$ cat src/rtl/pipeline_hazard_controller.sv
// pipeline_hazard_controller
//
// Issue-control and hazard unit between fetch and decode of the 16-bit,
// 8-bit-PC in-order pipeline. A scoreboard shift register remembers the
// destination register of every instruction in the DEPTH slots after decode
// (EX, MEM, WB, ...). Without forwarding, any decode read of a register still
// in the scoreboard holds fetch and IF/ID until the producer retires. A taken
// branch in EX flushes the decode slot. A HALT drains the pipeline into a
// terminal halted state that only rst leaves.
//
// Ports:
//   clk              clock
//   rst              synchronous, active-high reset
//   id_instr[15:0]   decode instruction: [15:12] opcode, [11:9] rd,
//                    [8:6] rs1, [5:3] rs2
//   id_valid         id_instr is a real instruction (not a bubble)
//   ex_branch_taken  branch in EX resolved taken this cycle
//   pc_hold          fetch keeps the PC
//   ifid_hold        IF/ID register keeps its contents
//   ifid_flush       IF/ID register loads 16'b0 at the next edge
//   issue_valid      decode instruction advances to EX this cycle
//   halted           pipeline drained after HALT
//   stall_cycles     saturating count of hazard-stall cycles
module pipeline_hazard_controller #(
  parameter int DEPTH = 3
) (
  input  logic        clk,
  input  logic        rst,
  input  logic [15:0] id_instr,
  input  logic        id_valid,
  input  logic        ex_branch_taken,
  output logic        pc_hold,
  output logic        ifid_hold,
  output logic        ifid_flush,
  output logic        issue_valid,
  output logic        halted,
  output logic [15:0] stall_cycles
);

  localparam logic [1:0] ST_RUN    = 2'd0;
  localparam logic [1:0] ST_DRAIN  = 2'd1;
  localparam logic [1:0] ST_HALTED = 2'd2;

  function automatic logic [15:0] sat_inc(input logic [15:0] v);
    return (v == 16'hFFFF) ? v : v + 16'd1;
  endfunction

  logic [1:0] state;
  logic [1:0] state_next;
  logic       count_stall;

  logic [DEPTH-1:0] sb_vld;
  logic [2:0]       sb_rd [DEPTH];

  logic [3:0] opcode;
  logic [2:0] rd;
  logic [2:0] rs1;
  logic [2:0] rs2;
  logic       read_cls;
  logic       write_cls;
  logic       match;
  logic       hazard;
  logic       sb_empty;
  logic       unused_bits;

  assign opcode      = id_instr[15:12];
  assign rd          = id_instr[11:9];
  assign rs1         = id_instr[8:6];
  assign rs2         = id_instr[5:3];
  assign unused_bits = ^id_instr[2:0];

  // NOP (0000) and HALT (1111) neither read nor write; 1100-1110 only read.
  assign read_cls  = (opcode != 4'h0) && (opcode != 4'hF);
  assign write_cls = (opcode != 4'h0) && (opcode <= 4'hB);

  always_comb begin
    match = 1'b0;
    for (int k = 0; k < DEPTH; k++) begin
      if (sb_vld[k] && ((sb_rd[k] == rs1) || (sb_rd[k] == rs2))) begin
        match = 1'b1;
      end
    end
  end

  assign hazard   = id_valid && read_cls && match;
  assign sb_empty = ~|sb_vld;
  assign halted   = (state == ST_HALTED);

  // Control outputs are forced low during the reset cycle so nothing upstream
  // acts on a half-initialised scoreboard.
  always_comb begin
    pc_hold     = 1'b0;
    ifid_hold   = 1'b0;
    ifid_flush  = 1'b0;
    issue_valid = 1'b0;
    count_stall = 1'b0;
    state_next  = state;
    if (!rst) begin
      case (state)
        ST_RUN: begin
          // A taken branch wins over a hazard: the hazarding instruction is
          // on the wrong path, so it is discarded rather than stalled.
          if (ex_branch_taken) begin
            ifid_flush = 1'b1;
          end else if (hazard) begin
            pc_hold     = 1'b1;
            ifid_hold   = 1'b1;
            count_stall = 1'b1;
          end else begin
            issue_valid = id_valid;
            if (id_valid && (opcode == 4'hF)) begin
              state_next = ST_DRAIN;
            end
          end
        end
        ST_DRAIN: begin
          pc_hold   = 1'b1;
          ifid_hold = 1'b1;
          if (sb_empty) begin
            state_next = ST_HALTED;
          end
        end
        ST_HALTED: begin
          pc_hold   = 1'b1;
          ifid_hold = 1'b1;
        end
        default: begin
          state_next = ST_RUN;
        end
      endcase
    end
  end

  // Control registers: FSM, stall counter and scoreboard valid bits.
  always_ff @(posedge clk) begin
    if (rst) begin
      state        <= ST_RUN;
      stall_cycles <= 16'd0;
      sb_vld       <= '0;
    end else begin
      state <= state_next;
      if (count_stall) begin
        stall_cycles <= sat_inc(stall_cycles);
      end
      sb_vld[0] <= issue_valid && write_cls;
      for (int k = 1; k < DEPTH; k++) begin
        sb_vld[k] <= sb_vld[k-1];
      end
    end
  end

  // Scoreboard destination registers: data only, qualified by sb_vld.
  always_ff @(posedge clk) begin
    sb_rd[0] <= rd;
    for (int k = 1; k < DEPTH; k++) begin
      sb_rd[k] <= sb_rd[k-1];
    end
  end

endmodule

$ cat config.mk
export PLATFORM = sky130hd
export DESIGN_NAME = pipeline_hazard_controller
export DESIGN_NICKNAME = d
export VERILOG_FILES = /design/src/rtl/pipeline_hazard_controller.sv
export SDC_FILE = /design/constraint.sdc
export NUM_CORES = 1
export LEC_CHECK = 0
export BUFFER_PORTS_ARGS = -buffer_cell sky130_fd_sc_hd__buf_2
export CORE_MARGIN = 4
export CORE_UTILIZATION = 50
export CTS_CLUSTER_DIAMETER = 30
export CTS_CLUSTER_SIZE = 20
export DETAILED_ROUTE_END_ITERATION = 10
export GPL_TIMING_DRIVEN = 1
export PLACE_DENSITY = 0.73
export SLEW_MARGIN = 10
export SYNTH_ARGS = -nofsm -noshare
export SYNTH_HDL_FRONTEND = slang
export SYNTH_SLANG_ARGS = --single-unit
export TNS_END_PERCENT = 5
$ cat constraint.sdc
create_clock -name clk -period 4.3 [get_ports clk]
set_input_delay 0.86 -clock clk [delete_from_list [all_inputs] [get_ports clk]]
set_output_delay 0.86 -clock clk [all_outputs]
set_load 0.01 [all_outputs]
==> flow_summary.toml <==
[setup_path]
cp-startpoint = "id_instr[6]"
critPathArrivalTime_ns = 2.76
slowest_stage = "o31ai_4"
crit_end = "pc_hold"
crit_family = "compound AO/OA/AOI/OAI gates"
crit_type = "in -> out"
crit_required_ns = 3.44
crit_buf_inv = 2
rr_startpoint = "sb_rd[0][3]"
crit_chain = "buf_2, and2_1, o2111ai_1, nand2_1, o31ai_4, nor3b_1, o21a_1, buf_2"
cp_num_cells = 8
crit_fanout = 24
crit_path_frequent_cell = "buf_2"
startpoint_type = "primary input"
setup.worst_path.end_class = "output port"
rr_worst_depth = 6
ff2ff_setup_slack_ns = 2.02
slowest_delay_ns = 0.85
r2r-end = "stall_cycles[11]"

[floorplanning]
dieArea_um2 = 4386
start_util_pct = 53.77
row_count = 20
die_w_um = 66.23
core_area_um2 = 3153
die_h_um = 66.23
io_pins = 41

[synth]
synth_area_per_cell_um2 = 9.744
syn_nets = 200
synth_cells = 174
synth.distinct_cells = 47
synth-seq-cells = 30
yosys_warnings = 0
synthFlopType = "dfxtp_1"
synth_edf_count = 0
ys_seq_area_share_pct = 35.42
async_flop_share_pct = 0
netlist_area_um2 = 1695

[clocking]
clock_latency_ns = 0.33
clock-root-buffer = "clkbuf_4"
cts.sinks = 30
clk_path_buf_depth = 2
cts_resized = 0
cts_tree = "done"
numCtsBuffers = 5
cts_hold_buf = 0
clkTransAtPathRegs_ns = 0.09
post_cts_buffers = 0
htree_levels = 2

[drt]
drtIter0Drc = 70
viasPerCell = 5.645
wl_um = 3638
wl_per_cell_um = 14.21
vias = 1445
first_pass_iters = 4
postRouteAntennaNets = 0
drc = 0

[power]
p_leak_uw = 0.0008024
p_per_area_nw_per_um2 = 333.0
ir_drop_v = 0.0002034
total_power_uw = 645.8

[layout]
drive_gt1_share_pct = 29.72
area_growth_pct = 14.39
fill_cells = 281
layout.nets = 237
n_antenna_cell = 0

[timing]
whs_ns = 0.4021
finalCritPeriodShare_pct = 84.23
worst_pin_slew_ns = 0.9825
rsz0062_at_grt = "false"
max_freq_mhz = 276.1
tns_ns = 0
fin_ws_ns = 0.6782
finalCriticalPeriod_ns = 3.622
final-setup-viol-count = 0
fin_skew_ns = 0.003777
final-hold-violation-count = 0
maxSlewHeadroom_pct = 34.50
slew_viol_final = 0

[placement]
place.gp.congestion = 0.9206
io_buffers = 37
place_ws_ns = 0.6828
hpwlAfterDp_um = 2740

[outcome]
status = "finished clean"

[global_routing]
antenna_found_initial = 0
grt_pass1_wl_um = 5975
grt.total_usage_pct = 17.74
grt_pass1_vias = 1395
grt_start_max_net_pins = 26
overflow = 0

[job]
drv_cap = 0

[min_path]
hold_path.class = "reg -> reg"
## synthesized netlist by cell type (all sizes together), types with 4 or more instances
library cell,number,area (um2)
o31ai,6,58.81
a21oi,8,43.79
buf,6,75.07
or3,4,25.02
ha,6,75.07
inv,5,18.77
mux2,5,71.32
dfxtp,30,600.6
xnor2,16,140.1
nor2b,7,43.79
or4,6,45.04
nor2,13,51.30
and3,7,48.80
nand4,9,62.56
nand2,12,45.04
## metal layers
layer	track usage, %	part of all wire (%)	up-vias
met3	5.612	5.5	7
li1	-	-	716
met5	0	0	-
met1	21.50	44	683
met2	28.75	49	39
met4	7.360	1.5	0
## how the worst min path moves through the flow
stage / from / to / cells after the start
after global routing: sb_rd[0][5] / sb_rd[0][8] / 0
final: sb_rd[0][3] / sb_rd[0][6] / 0
after detailed placement: sb_rd[0][3] / sb_rd[0][6] / 0
after CTS: sb_rd[0][3] / sb_rd[0][6] / 0
after floorplan: sb_rd[0][3] / sb_rd[0][6] / 0
after global placement: sb_rd[0][3] / sb_rd[0][6] / 0
## state kept, by name, summed over array words and instances, names as in the netlist
name and count:
stall_cycles 16, sb_vld 3, sb_rd 9, state 2
## cell type report
| class | instances | area, um2 | area share (%) |
|---|---|---|---|
| Sequential cell | 30 | 600.6 | 30.97 |
| Inverter | 5 | 18.77 | 0.9677 |
| Clock buffer | 8 | 78.83 | 4.065 |
| Multi-Input combinational cell | 131 | 993.5 | 51.23 |
| Timing Repair Buffer | 38 | 192.7 | 9.935 |
| Tap cell | 44 | 55.05 | 2.839 |
## worst register-to-register path, cell delays in order (launching register included)
cell and delay, ns:
dfxtp_1 0.35, and2_1 0.16, o2111ai_1 0.18, nand2_1 0.14, o31ai_4 0.85, nor4b_2 0.17, mux2_4 0.33
## through the flow
step	cell area [um2]	utilization, %	cells
after floorplan	1695	-	174
final	1939	61.51	256
after global placement	1861	59.01	248
after CTS	1939	61.51	256
after detailed placement	1861	59.01	248
after global routing	1939	61.51	256
## cell families after synthesis
group                    after synthesis  synth area share (%)
AO/OA/AOI/OAI                         29                 13.88
XOR/XNOR                              16                 8.265
adder cells (fa/ha/maj)                6                 4.428
buffers and inverters                 13                 5.978
flip-flops                            30                 35.42
multiplexers                           7                 5.388
AND/OR/NAND/NOR                       73                 26.64
## cell usage in the layout, fill, tap and decap left out, types with 3 or more instances in the layout
cell,count
nor2_1,12
mux2_4,4
inv_1,5
clkbuf_8,3
ha_1,6
xnor2_1,16
clkbuf_4,5
or4_1,6
and3_1,6
and2_1,3
or3_1,4
buf_2,37
nor2b_1,7
nand4_1,8
nand2_1,12
dfxtp_1,30
o31ai_1,5
a21oi_1,7
## where the power goes
| group | leakage [uW] | internal, uW | switching [uW] | total, uW |
|---|---|---|---|---|
| Clock | 0.0000446 | 112 | 96.3 | 208 |
| Combinational | 0.000513 | 62.0 | 74.7 | 137 |
| Sequential | 0.000245 | 290 | 11.6 | 301 |
Power figures use the tool's default switching activity.
